`src/rtl/if_stage_fetch.sv`:
```
// Instruction fetch stage: drives the instruction-memory handshake and the IF/ID register inputs.
// Define IF_EXCEPTION_EN to honour exception_req as the highest-priority redirect to EXC_VECTOR.
module if_stage_fetch #(
    parameter logic [31:0] RESET_PC   = 32'h0000_0000,
    parameter logic [31:0] EXC_VECTOR = 32'h8000_0004
) (
    input  logic        clk,
    input  logic        reset,
    input  logic        stall,
    input  logic        branch_taken,
    input  logic [31:0] branch_target,
    input  logic        jump,
    input  logic [31:0] jump_target,
    input  logic        exception_req,
    output logic        imem_req,
    output logic [31:0] imem_addr,
    input  logic        imem_ready,
    input  logic [31:0] imem_rdata,
    output logic [31:0] PC_plus_4,
    output logic [31:0] IR,
    output logic        IF_ID_flush
);

`ifdef IF_EXCEPTION_EN
    localparam logic EXC_EN = 1'b1;
`else
    localparam logic EXC_EN = 1'b0;
`endif

    typedef enum logic [1:0] {FETCH, HOLD, DROP} state_t;

    state_t      state, state_next;
    logic [31:0] pc, pc_next;
    logic [31:0] drop_addr, drop_addr_next;
    logic [31:0] skid_pc4, skid_pc4_next, skid_ir, skid_ir_next;
    logic [31:0] last_pc4, last_pc4_next, last_ir, last_ir_next;

    logic        exc_active;
    logic        redirect;
    logic [31:0] redirect_target;
    logic        xfer;

    assign exc_active = exception_req & EXC_EN;
    assign redirect   = exc_active | branch_taken | jump;
    assign redirect_target = exc_active   ? EXC_VECTOR :
                             branch_taken ? branch_target : jump_target;

    // DROP keeps presenting the abandoned address until its response is swallowed.
    assign imem_req  = !reset && (state != HOLD);
    assign imem_addr = (state == DROP) ? drop_addr : pc;
    assign xfer      = imem_req && imem_ready;

    always_comb begin
        state_next     = state;
        pc_next        = pc;
        drop_addr_next = drop_addr;
        skid_pc4_next  = skid_pc4;
        skid_ir_next   = skid_ir;
        last_pc4_next  = last_pc4;
        last_ir_next   = last_ir;
        PC_plus_4      = 32'h0;
        IR             = 32'h0;
        IF_ID_flush    = 1'b1;

        if (!reset) begin
            if (redirect) begin
                pc_next       = redirect_target;
                skid_pc4_next = 32'h0;
                skid_ir_next  = 32'h0;
                if (imem_req && !imem_ready) begin
                    if (state != DROP)
                        drop_addr_next = pc;
                    state_next = DROP;
                end else begin
                    state_next = FETCH;
                end
            end else begin
                if (stall) begin
                    PC_plus_4   = last_pc4;
                    IR          = last_ir;
                    IF_ID_flush = 1'b0;
                end
                unique case (state)
                    FETCH: begin
                        if (xfer && stall) begin
                            skid_pc4_next = pc + 32'd4;
                            skid_ir_next  = imem_rdata;
                            state_next    = HOLD;
                        end else if (xfer) begin
                            PC_plus_4     = pc + 32'd4;
                            IR            = imem_rdata;
                            IF_ID_flush   = 1'b0;
                            pc_next       = pc + 32'd4;
                            last_pc4_next = pc + 32'd4;
                            last_ir_next  = imem_rdata;
                        end
                    end
                    HOLD: begin
                        if (!stall) begin
                            PC_plus_4     = skid_pc4;
                            IR            = skid_ir;
                            IF_ID_flush   = 1'b0;
                            pc_next       = skid_pc4;
                            last_pc4_next = skid_pc4;
                            last_ir_next  = skid_ir;
                            state_next    = FETCH;
                        end
                    end
                    DROP: begin
                        if (xfer)
                            state_next = FETCH;
                    end
                    default: state_next = FETCH;
                endcase
            end
        end
    end

    always_ff @(posedge clk) begin
        if (reset) begin
            state     <= FETCH;
            pc        <= RESET_PC;
            drop_addr <= RESET_PC;
            skid_pc4  <= 32'h0;
            skid_ir   <= 32'h0;
            last_pc4  <= 32'h0;
            last_ir   <= 32'h0;
        end else begin
            state     <= state_next;
            pc        <= pc_next;
            drop_addr <= drop_addr_next;
            skid_pc4  <= skid_pc4_next;
            skid_ir   <= skid_ir_next;
            last_pc4  <= last_pc4_next;
            last_ir   <= last_ir_next;
        end
    end

endmodule

```
`config.mk`:
```
export PLATFORM = sky130hd
export DESIGN_NAME = if_stage_fetch
export DESIGN_NICKNAME = d
export VERILOG_FILES = /design/src/rtl/if_stage_fetch.sv
export SDC_FILE = /design/constraint.sdc
export NUM_CORES = 1
export LEC_CHECK = 0
export CAP_MARGIN = 20
export CORE_MARGIN = 8
export CORE_UTILIZATION = 59
export CTS_BUF_LIST = sky130_fd_sc_hd__clkbuf_8
export CTS_CLUSTER_SIZE = 25
export DETAILED_ROUTE_END_ITERATION = 7
export GPL_TIMING_DRIVEN = 0
export MAX_ROUTING_LAYER = met4
export PLACE_DENSITY = 0.95
export SLEW_MARGIN = 20
export SYNTH_ARGS = -nofsm -noshare
export SYNTH_HDL_FRONTEND = slang
export SYNTH_SLANG_ARGS = --single-unit
```
`constraint.sdc`:
```
create_clock -name clk -period 3.7 [get_ports clk]
set_input_delay 0.37 -clock clk [delete_from_list [all_inputs] [get_ports clk]]
set_output_delay 0.37 -clock clk [all_outputs]
set_load 0.05 [all_outputs]
```
==> summary.txt <==
Run
  • Number of max-capacitance violations reported: 0

Timing
  • Slew headroom: 41.5%
  • Minimum clock period: 3.72 ns
  • Period utilization: 100%
  • Post-route setup slack: -0.0162 ns
  • Final sum of negative setup slack: -0.0186 ns
  • Fmax: 0.269 GHz
  • Worst setup skew after layout: 0.0128 ns
  • Worst hold slack after final layout: 0.461 ns
  • Number of endpoints with negative hold slack in the final report: 0
  • # setup viols final: 2
  • Max-slew violation count: 0
  • Slew at the pin closest to its max-slew limit: 0.875 ns
  • Setup repair after global routing missed its margin: true

Pwr
  • Internal power component: 0.00296 W
  • Portion of total power attributed to combinational logic: 20.7%
  • Leakage power: 4.94 nW
  • Clock power frac: 30.3%
  • Maximum vdd ir drop: 0.219 mV
  • Net Sw Frac: 33.9%
  • Net switching power of the design: 0.00152 W
  • Power per unit of standard cell area: 332 nW/um^2
  • Fraction of power consumed by sequential logic: 49.0%

Clocking
  • Buffers from clock root to sink, at most: 2
  • TritonCTS clock tree: built
  • Clock root buffer master: sky130_fd_sc_hd__clkbuf_8
  • Num CTS Buffers: 17
  • Clock slew seen by the registers of the worst setup and hold paths: 0.11 ns
  • Number of H-tree branching levels: 4
  • Total number of clock tree sinks: 194
  • Clock insertion delay at the later pin of the skew report: 0.48 ns
  • Post-CTS Hold Buffers: 0

Logic synthesis
  • Synthesized Nets: 1,579
  • Flip-flop and latch count after synthesis: 194
  • Cell accounting for the most synthesized area: sky130_fd_sc_hd__dfxtp_1
  • Number of distinct library cells after synthesis: 69
  • Sequential area share after synthesis: 36.0%
  • Avg Inst Size Synth: 7.31 um^2
  • Synth cell count leaders: sky130_fd_sc_hd__nand2_1, sky130_fd_sc_hd__dfxtp_1, sky130_fd_sc_hd__a21oi_1, sky130_fd_sc_hd__nor2_1, sky130_fd_sc_hd__clkbuf_1
  • Post-synthesis cell area: 10,800 um^2
  • Main flop type after synthesis: sky130_fd_sc_hd__dfxtp_1
  • Leading cell type by number of instances after synthesis: sky130_fd_sc_hd__nand2_1
  • Number of enable flip-flop cells after synthesis: 0
  • Main area contributors after synthesis: sky130_fd_sc_hd__dfxtp_1, sky130_fd_sc_hd__nand2_1, sky130_fd_sc_hd__a21oi_1
  • Synthesized instance count: 1,475
  • Top cell type's share of synthesized area: 36.0%
  • Proportion of synthesized flip-flops having asynchronous set or reset: 0%
  • Total number of yosys warnings: 0

Die
  • Die Y: 151 um
  • Effective utilization at floorplan: 60.0%
  • Count of pins on the block boundary: 201
  • Core region area: 18,000 um^2
  • Total die area: 22,800 um^2
  • Die width: 151 um
  • Number of cell rows: 49

Setup path
  • Delay of the slowest cell on the worst path: 0.55 ns
  • Kind of cell with the highest combined delay on the critical path: simple AND/OR/NAND/NOR gates
  • Startpoint type of the worst setup path: flop
  • Start-to-end type of the worst setup path: reg -> out
  • Data arrival at the endpoint of the critical path: 3.35 ns
  • Slowest cell on crit path: sky130_fd_sc_hd__or4_1
  • Crit path buf inv count: 2
  • Element type at the critical path end: output pin
  • CP required: 3.33 ns
  • Largest driver fanout on the critical path: 7
  • Critical path, cell by cell: nand4_1, or4_1, clkbuf_1, o2111a_1, a21oi_1, o21ai_0, dlygate4sd2_1

Drt
  • Violation count after the first detailed-routing iteration: 1,988
  • Via count of the routed design: 12,800
  • Met1 layer wirelength in the final routing: 16,500 um
  • Drt via density: 6.61
  • Antenna-violating nets left: 0
  • Drc violations: 0
  • Final routed wire length divided by cell count: 23.3 um
  • Total wire length after detailed routing: 45,100 um
  • 1st-pass router iterations: 8
  • Met3 Routed Length: 6730 um
  • Uppermost layer routed: met4
  • Metal2 WL: 19,600 um

Outcome
  • Violations in the final reports: setup timing
  • Status: finished with violations

Placement
  • Placed Instance Area: 13,000 um^2
  • HPWL reported at the end of detailed placement: 33,100 um
  • RD Place Congestion: 1.01
  • Count of input and output buffers: 197

Final layout
  • Share of cells above drive strength 1: 10.9%
  • Area Overhead vs Synth: 25.2%
  • Final-stage net count: 1,800
  • Design Area, Final: 13,500 um^2
  • Number of antenna repair diodes: 0

GRT
  • Total track usage: 39.7%
  • First-pass GRT wire length: 68,000 um
  • Vias in the first global route: 12,200
  • Maximum number of pins on one net before global-route repair: 19
  • GRT Residual Overflow: 0
  • Antenna violations before repair: 0

Worst hold path
  • HP Class: reg -> reg
-- registers in the layout (all words and copies together) (netlist names) --
name / flops
drop_addr: 32
last_ir: 32
last_pc4: 32
pc: 32
skid_ir: 32
skid_pc4: 32
state: 2
-- path summary, 6_finish.rpt --
path | end | slack, ns | start | cells after the start
min reg2reg | drop_addr[15] | 0.46 | drop_addr[15] | 2
max | PC_plus_4[15] | -0.02 | pc[11] | 7
max reg2reg | last_pc4[21] | 0.83 | state[1] | 6
min | drop_addr[15] | 0.46 | drop_addr[15] | 2
-- per-stage QoR --
| step | worst slack [ns] | cells | utilization [%] | power, W |
|---|---|---|---|---|
| 6_report | -0.0162 | 1937 | 75.1 | 0.00448 |
| 5_1_grt | -0.101 | 1937 | 75.1 | 0.00459 |
| 3_3_place_gp | -0.465 | 1901 | 72.6 | 0.00311 |
| 2_1_floorplan | 0.622 | 1475 | - | 0.00275 |
| 3_5_place_dp | -0.508 | 1901 | 72.6 | 0.00313 |
| 4_1_cts | -0.00848 | 1934 | 74.7 | 0.00441 |
-- tightest hold or removal path: stages, from the launching register on --
cell and delay, ns:
sky130_fd_sc_hd__dfxtp_1 0.32, sky130_fd_sc_hd__nand2_1 0.05, sky130_fd_sc_hd__a21oi_1 0.05
-- what timing repair did --
item,4_1_cts,5_1_grt
resized for setup,84,44
pin swaps,1,2
setup endpoints to repair,63,59
buffers inserted,3,4
-- logic make-up after synthesis --
kind of cell,count (synthesis),synth area share (%)
XOR/XNOR,21,1.71
AO/OA/AOI/OAI,446,25.9
AND/OR/NAND/NOR,588,23.8
adder cells (fa/ha/maj),1,0.116
buffers and inverters,164,6.13
flip-flops,194,36.0
multiplexers,61,6.31
-- cell usage in the layout (no fill, tap or decap), types with 14 or more instances in the layout --
master / synthesis / final
sky130_fd_sc_hd__clkbuf_1: 110 / 89
sky130_fd_sc_hd__clkbuf_2: 1 / 27
sky130_fd_sc_hd__dlygate4sd2_1: 0 / 39
sky130_fd_sc_hd__nor3_1: 27 / 27
sky130_fd_sc_hd__nand2_1: 315 / 315
sky130_fd_sc_hd__dfxtp_1: 194 / 194
sky130_fd_sc_hd__nand3_1: 18 / 17
sky130_fd_sc_hd__a311oi_1: 33 / 33
sky130_fd_sc_hd__mux2_2: 55 / 55
sky130_fd_sc_hd__clkbuf_8: 0 / 17
sky130_fd_sc_hd__a31oi_1: 21 / 21
sky130_fd_sc_hd__a21oi_1: 163 / 163
sky130_fd_sc_hd__buf_2: 26 / 28
sky130_fd_sc_hd__a22oi_1: 14 / 14
sky130_fd_sc_hd__nor2_1: 154 / 153
sky130_fd_sc_hd__a221oi_1: 19 / 19
sky130_fd_sc_hd__inv_1: 17 / 18
sky130_fd_sc_hd__clkdlybuf4s50_1: 0 / 135
sky130_fd_sc_hd__o22ai_1: 20 / 20
sky130_fd_sc_hd__o21ai_0: 92 / 91
sky130_fd_sc_hd__a211oi_1: 27 / 27
-- power groups by stage --
| stage | Sequential [W] | Clock [W] | Combinational (W) |
|---|---|---|---|
| after floorplan | 0.00222 | 0 | 0.000533 |
| after global routing | 0.00220 | 0.00142 | 0.000969 |
| after global placement | 0.00223 | 0 | 0.000879 |
| after detailed placement | 0.00224 | 0 | 0.000891 |
| final | 0.00219 | 0.00135 | 0.000927 |
| after CTS | 0.00219 | 0.00133 | 0.000895 |
-- final cells by class --
| cell class | count | area (um^2) |
|---|---|---|
| clock inverters | 14 | 126 |
| plain buffers | 144 | 617 |
| inverters | 18 | 67.6 |
| repair buffers | 204 | 1980 |
| fillers | 1410 | 4470 |
| clock buffers | 17 | 234 |
| multi-input cells | 1117 | 6300 |
| flip-flops and latches | 194 | 3880 |
| well taps | 229 | 287 |
-- metal layers --
metal / up-vias / GRT usage (%)
met5: - / -
met4: 0 / 20.9
met3: 191 / 9.98
met2: 1131 / 59.4
met1: 5804 / 48.6
li1: 5670 / -
(Power assumes the default switching activity.)
